## config.mk

```make
export PLATFORM = sky130hd
export DESIGN_NAME = eth_tx_rewrite
export DESIGN_NICKNAME = d
export VERILOG_FILES = /design/src/rtl/eth_tx_rewrite.sv
export SDC_FILE = /design/constraint.sdc
export NUM_CORES = 1
export LEC_CHECK = 0
export CAP_MARGIN = 15
export CELL_PAD_IN_SITES_DETAIL_PLACEMENT = 2
export CELL_PAD_IN_SITES_GLOBAL_PLACEMENT = 2
export CORE_AREA = 5 5 426 428
export CTS_BUF_LIST = sky130_fd_sc_hd__clkbuf_8
export DETAILED_ROUTE_END_ITERATION = 8
export DIE_AREA = 0 0 431 433
export HOLD_SLACK_MARGIN = 0.1
export PLACE_DENSITY = 0.47
export RECOVER_POWER = 25
export SLEW_MARGIN = 20
export SYNTH_ARGS = -nofsm -noshare
export SYNTH_HDL_FRONTEND = slang
export SYNTH_SLANG_ARGS = --single-unit
```

## constraint.sdc

```tcl
create_clock -name clk -period 4.5 [get_ports clk]
set_clock_uncertainty 0.2 [all_clocks]
set_input_delay 1.125 -clock clk [delete_from_list [all_inputs] [get_ports clk]]
set_output_delay 1.125 -clock clk [all_outputs]
set_load 0.02 [all_outputs]
```

## src/rtl/eth_tx_rewrite.sv

```systemverilog
// rtl/eth_tx_rewrite.sv - egress Ethernet DMAC/SMAC rewrite and tuser destination-port insert.
// Optional macro ETH_TX_STATS_EN adds per-class word-1 counters.
module eth_tx_rewrite #(
    parameter int C_S_AXIS_TDATA_WIDTH = 256,
    parameter int C_S_AXIS_TUSER_WIDTH = 128,
    parameter int MAC_WIDTH            = 48,
    parameter int DST_PORT_POS         = 24
) (
    input  logic                              clk,
    input  logic                              reset,
    input  logic [C_S_AXIS_TDATA_WIDTH-1:0]   s_axis_tdata,
    input  logic [C_S_AXIS_TDATA_WIDTH/8-1:0] s_axis_tkeep,
    input  logic [C_S_AXIS_TUSER_WIDTH-1:0]   s_axis_tuser,
    input  logic                              s_axis_tvalid,
    output logic                              s_axis_tready,
    input  logic                              s_axis_tlast,
    output logic [C_S_AXIS_TDATA_WIDTH-1:0]   m_axis_tdata,
    output logic [C_S_AXIS_TDATA_WIDTH/8-1:0] m_axis_tkeep,
    output logic [C_S_AXIS_TUSER_WIDTH-1:0]   m_axis_tuser,
    output logic                              m_axis_tvalid,
    input  logic                              m_axis_tready,
    output logic                              m_axis_tlast,
    input  logic [MAC_WIDTH-1:0]              i_meta_dmac,
    input  logic [7:0]                        i_meta_oport,
    input  logic                              i_meta_drop,
    input  logic                              i_meta_valid,
    output logic                              o_meta_rd,
    input  logic [MAC_WIDTH-1:0]              i_mac0,
    input  logic [MAC_WIDTH-1:0]              i_mac1,
    input  logic [MAC_WIDTH-1:0]              i_mac2,
    input  logic [MAC_WIDTH-1:0]              i_mac3
`ifdef ETH_TX_STATS_EN
    ,
    output logic [31:0]                       o_cnt_rewritten,
    output logic [31:0]                       o_cnt_cpu,
    output logic [31:0]                       o_cnt_dropped
`endif
);

    typedef enum logic [1:0] {
        ST_WORD1,
        ST_BODY,
        ST_DROP
    } state_t;

    state_t                              state_q, state_d;
    logic [7:0]                          oport_q, oport_d;
    logic [C_S_AXIS_TDATA_WIDTH-1:0]     tdata_q, tdata_d;
    logic [C_S_AXIS_TDATA_WIDTH/8-1:0]   tkeep_q, tkeep_d;
    logic [C_S_AXIS_TUSER_WIDTH-1:0]     tuser_q, tuser_d;
    logic                                tlast_q, tlast_d;
    logic                                tvalid_q, tvalid_d;

    logic                                adv;
    logic                                in_ready;
    logic                                in_hs;
    logic                                meta_rd;
    logic [7:0]                          port_mask;
    logic                                mask_onehot;
    logic                                is_rewrite;
    logic                                is_cpu;
    logic                                is_drop;
    logic [MAC_WIDTH-1:0]                smac;

`ifdef ETH_TX_STATS_EN
    logic [31:0] cnt_rw_q, cnt_rw_d;
    logic [31:0] cnt_cpu_q, cnt_cpu_d;
    logic [31:0] cnt_drop_q, cnt_drop_d;
`endif

    // Even oport bits select a physical MAC; odd bits are CPU queues.
    always_comb begin
        port_mask   = i_meta_oport & 8'h55;
        mask_onehot = (port_mask != 8'h00) && ((port_mask & (port_mask - 8'h01)) == 8'h00);
        is_rewrite  = !i_meta_drop && mask_onehot;
        is_cpu      = !i_meta_drop && (port_mask == 8'h00) && (i_meta_oport != 8'h00);
        is_drop     = !is_rewrite && !is_cpu;
        smac        = i_mac0;
        case (port_mask)
            8'h04:   smac = i_mac1;
            8'h10:   smac = i_mac2;
            8'h40:   smac = i_mac3;
            default: smac = i_mac0;
        endcase
    end

    always_comb begin
        state_d  = state_q;
        oport_d  = oport_q;
        tdata_d  = tdata_q;
        tkeep_d  = tkeep_q;
        tuser_d  = tuser_q;
        tlast_d  = tlast_q;
        tvalid_d = tvalid_q;
        meta_rd  = 1'b0;
        adv      = !tvalid_q || m_axis_tready;

        case (state_q)
            ST_WORD1: in_ready = adv && i_meta_valid;
            ST_BODY:  in_ready = adv;
            ST_DROP:  in_ready = 1'b1;
            default:  in_ready = 1'b0;
        endcase
        if (reset) begin
            in_ready = 1'b0;
        end
        in_hs = s_axis_tvalid && in_ready;

        if (adv) begin
            tvalid_d = 1'b0;
        end

        if (in_hs) begin
            case (state_q)
                ST_WORD1: begin
                    meta_rd = 1'b1;
                    oport_d = i_meta_oport;
                    if (!is_drop) begin
                        tdata_d  = s_axis_tdata;
                        tkeep_d  = s_axis_tkeep;
                        tuser_d  = s_axis_tuser;
                        tlast_d  = s_axis_tlast;
                        tvalid_d = 1'b1;
                        tuser_d[DST_PORT_POS +: 8] = i_meta_oport;
                        if (is_rewrite) begin
                            tdata_d[255:208] = i_meta_dmac;
                            tdata_d[207:160] = smac;
                        end
                    end
                    if (s_axis_tlast) begin
                        state_d = ST_WORD1;
                    end else if (is_drop) begin
                        state_d = ST_DROP;
                    end else begin
                        state_d = ST_BODY;
                    end
                end
                ST_BODY: begin
                    tdata_d  = s_axis_tdata;
                    tkeep_d  = s_axis_tkeep;
                    tuser_d  = s_axis_tuser;
                    tlast_d  = s_axis_tlast;
                    tvalid_d = 1'b1;
                    tuser_d[DST_PORT_POS +: 8] = oport_q;
                    if (s_axis_tlast) begin
                        state_d = ST_WORD1;
                    end
                end
                ST_DROP: begin
                    if (s_axis_tlast) begin
                        state_d = ST_WORD1;
                    end
                end
                default: state_d = ST_WORD1;
            endcase
        end
    end

`ifdef ETH_TX_STATS_EN
    always_comb begin
        cnt_rw_d   = cnt_rw_q;
        cnt_cpu_d  = cnt_cpu_q;
        cnt_drop_d = cnt_drop_q;
        if (in_hs && (state_q == ST_WORD1)) begin
            if (is_rewrite) begin
                cnt_rw_d = cnt_rw_q + 32'd1;
            end else if (is_cpu) begin
                cnt_cpu_d = cnt_cpu_q + 32'd1;
            end else begin
                cnt_drop_d = cnt_drop_q + 32'd1;
            end
        end
    end

    always_ff @(posedge clk) begin
        if (reset) begin
            cnt_rw_q   <= '0;
            cnt_cpu_q  <= '0;
            cnt_drop_q <= '0;
        end else begin
            cnt_rw_q   <= cnt_rw_d;
            cnt_cpu_q  <= cnt_cpu_d;
            cnt_drop_q <= cnt_drop_d;
        end
    end

    assign o_cnt_rewritten = cnt_rw_q;
    assign o_cnt_cpu       = cnt_cpu_q;
    assign o_cnt_dropped   = cnt_drop_q;
`endif

    always_ff @(posedge clk) begin
        if (reset) begin
            state_q  <= ST_WORD1;
            oport_q  <= '0;
            tdata_q  <= '0;
            tkeep_q  <= '0;
            tuser_q  <= '0;
            tlast_q  <= 1'b0;
            tvalid_q <= 1'b0;
        end else begin
            state_q  <= state_d;
            oport_q  <= oport_d;
            tdata_q  <= tdata_d;
            tkeep_q  <= tkeep_d;
            tuser_q  <= tuser_d;
            tlast_q  <= tlast_d;
            tvalid_q <= tvalid_d;
        end
    end

    assign s_axis_tready = in_ready;
    assign o_meta_rd     = meta_rd;
    assign m_axis_tdata  = tdata_q;
    assign m_axis_tkeep  = tkeep_q;
    assign m_axis_tuser  = tuser_q;
    assign m_axis_tlast  = tlast_q;
    assign m_axis_tvalid = tvalid_q;

endmodule

```

==> impl_results.md, run 1 <==
- Final setup fails: 0
- Primary FF master, synth: dfxtp_1
- Met2 Wirelength: ~72000 um
- Syn_nets: 2964
- Sink Count: ~430
- Largest cells by area after synthesis: dfxtp_1, a21oi_1, nand3_1
- Total Power: 10600 uW
- Post-synth EDFFs: 0
- Count leader, synth: a21oi_1
- GP Congestion: 0.768
- Post-Place Worst Slack: 0.165 ns
- Rel. slew slack: 0.449
- Initial antenna violation count: 33
- Post-synthesis register bit count: between 400 and 500
- Unrepaired setup endpoints after global routing: false
- Setup WS post-layout: 0.472 ns
- Pre-Repair DR Iteration Count: 5
- Post-route antenna net violation count: 0
- Setup CP Type: primary input to register
- DR vias/cell: 3.93
- DIE WIDTH: 431 um
- Detailed-route wire length per cell: 24.2 um
- Max Used Layer: met5
- Layout cell share with drive strength beyond 1: 0.0769
- Async SR Flop Fraction: 0
- Commonest cells in the netlist: a21oi_1, dfxtp_1, nand3_1
- Resize count post-CTS: 0
- Iteration-0 DRC count of the detailed router: approximately 750
- Maximum net fanout on the critical path: 25
- Final Hold Fails: 0
- # Max-Cap Violations: 0
- Cts hold-fix bufs: 0
- Worst-Skew Late Latency: 0.81 ns
- Grt ovf: 0
- Core Area: ~180000 um2
- P_leak: 0.0121 uW
- Gr usage total: 0.141
- Die area: 187000 um2
- Root buf cell: clkbuf_8
- Crit start category: primary input
- Fmax: 248 MHz
- Distinct cells, synth: 43
- Num CTS Buffers: 99
- Syn Inst Count: 2289
- Syn. warnings: 0
- Via count: about 23000
- Final min period: 4.03 ns
- H-tree levels: 3
- Final Max Tran Viols: 0
- Mapped Avg Cell Area: 8.32 um2
- Largest area contributor in the netlist: dfxtp_1
- Share of the synthesized area in the top cell type: 0.450
- Final wirelength: 139000 um
- Largest net degree at the start of global routing: 139
- Hold_ws: around 0.27 ns
- Clock Path Buffers: 3
- Final period util: 0.895
- Worst Hold Class: register to register
- Pwr dens: 304 nW/um2
- Met1 WL: roughly 54000 um
- First-pass GRT wire length: 190000 um
- Worst Tran Pin Value: 0.827 ns
- Outcome: finished, final reports clean
- # DRC: 0
- Port Buffers: roughly 1100
- Met3 wire length: 8520 um
- Critical Path AT: 4.53 ns
- DP Wirelength: 104000 um
- Cell area after synthesis: ~19000 um2
- Initial Utilization: 0.107
- Post-synthesis sequential area ratio: 0.450
- CTS tree: done
- Postcts setup bufs: 0
- Peak supply drop: between 150 and 200 uV
- Setup crit end kind: register
- I/O Pins: 1091
- Row cnt: 155
- Vias in the first global route: 24445
- Nets@finish: about 4000
- Post-Route Setup TNS: 0 ns
- Clock slew at reported path FFs: about 0.05 ns
- CP required: 5.00 ns
- Die H: 433 um
- Area Overhead vs Synth: 83.4%
==> metrics by stage <==
stage | utilization | instances | area, um2
after detailed placement | 0.185 | 5550 | 32900
after global placement | 0.185 | 5550 | 32900
after CTS | 0.197 | 5724 | 34900
final | 0.197 | 5744 | 34900
after floorplan | - | 2289 | 19000
after global routing | 0.197 | 5743 | 34900
==> path summary, 6_finish.rpt <==
kind / startpoint / slack [ns] / cells past startpoint / end
worst max register to register: state_q[1]$_SDFFE_PP0P_ / 1.46 / 8 / m_axis_tdata[100]$_SDFFE_PP0P_
worst min-delay path: m_axis_tdata[181]$_SDFFE_PP0P_ / 0.27 / 2 / m_axis_tdata[181]$_SDFFE_PP0P_
worst max-delay path: i_meta_oport[4] / 0.47 / 9 / m_axis_tdata[100]$_SDFFE_PP0P_
worst min register to register: m_axis_tdata[181]$_SDFFE_PP0P_ / 0.27 / 2 / m_axis_tdata[181]$_SDFFE_PP0P_
==> metal layers <==
metal  global-route usage  up-vias
met3               0.0401      181
met4               0.0586       16
met2                0.254      662
li1                     -    10496
met5                    0        -
met1                0.156    11203
==> logic make-up (layout without fill, tap and decap cells) <==
logic type / after synthesis / count (layout) / synth area share
AOI/OAI and AO/OA: 1043 / 1043 / 0.313
xor gates and xnor gates: 1 / 1 / 0.000460
adders and majority gates: 4 / 4 / 0.00263
buffers and inverters: 287 / 1367 / 0.0677
DFF: 428 / 428 / 0.450
muxes: 65 / 65 / 0.0342
other: 0 / 20 / 0
and+or+nand+nor: 461 / 461 / 0.131
==> critical path: stages <==
cell           delay [ns]
dlygate4sd3_1        0.73
clkbuf_1             0.40
xnor2_1              0.11
o21a_1               0.30
o211ai_1             0.66
buf_12               0.27
clkbuf_2             0.50
nand3_1              0.21
a21oi_1              0.16
==> report_power, final <==
part	leakage (uW)	switching (uW)	internal, uW	total [uW]
Sequential	0.00346	38.0	3870	3910
Combinational	0.00745	1040	930	1970
Clock	0.00117	2100	2650	4750
Total	0.0121	3180	7450	10600
==> cell type report <==
type                            instances  area [um2]
Clock buffer                          118        1620
Inverter                                4        15.0
Fill cell                           20412      143000
Multi-Input combinational cell       1574        9290
Antenna cell                           20        50.0
Timing Repair Buffer                 1189       12100
Tap cell                             2355        2950
Sequential cell                       428        8570
Clock inverter                         56         390
==> cell usage in the layout, fill, tap and decap left out, drive strengths merged, types with 2 or more instances in the layout <==
cell type / netlist / layout
clkdlybuf4s50: 0 / 912
nor3: 5 / 5
a211oi: 56 / 56
a21oi: 480 / 480
o311ai: 2 / 2
nand3: 313 / 313
nor2: 15 / 15
diode: 0 / 20
and2: 39 / 39
a21o: 2 / 2
clkbuf: 200 / 124
nor4b: 2 / 2
nand2b: 53 / 53
o211ai: 2 / 2
dfxtp: 428 / 428
ha: 4 / 4
o2111ai: 48 / 48
o21ai: 364 / 364
a22o: 37 / 37
dlygate4sd3: 0 / 167
inv: 4 / 47
clkinv: 0 / 6
clkinvlp: 0 / 2
nor2b: 5 / 5
a221o: 48 / 48
buf: 83 / 104
mux2i: 64 / 64
nand2: 3 / 3
nand3b: 22 / 22
bufinv: 0 / 5
==> registers in the layout (all words and copies together), names as in the netlist <==
| signal | cells |
|---|---|
| m_axis_tdata | 256 |
| m_axis_tuser | 128 |
| state_q | 2 |
| oport_q | 8 |
| m_axis_tlast | 1 |
| m_axis_tkeep | 32 |
| m_axis_tvalid | 1 |
No activity file was read; power rests on OpenSTA's default activity.
==> run 2, diff against run 1 <==
--- a/config.mk
+++ b/config.mk
@@ -5,7 +5,6 @@
 export SDC_FILE = /design/constraint.sdc
 export NUM_CORES = 1
 export LEC_CHECK = 0
-export CAP_MARGIN = 15
 export CELL_PAD_IN_SITES_DETAIL_PLACEMENT = 2
 export CELL_PAD_IN_SITES_GLOBAL_PLACEMENT = 2
 export CORE_AREA = 5 5 426 428
==> results of run 2 <==
No change in the layout: final DEF, timing and power equal those of run 1.
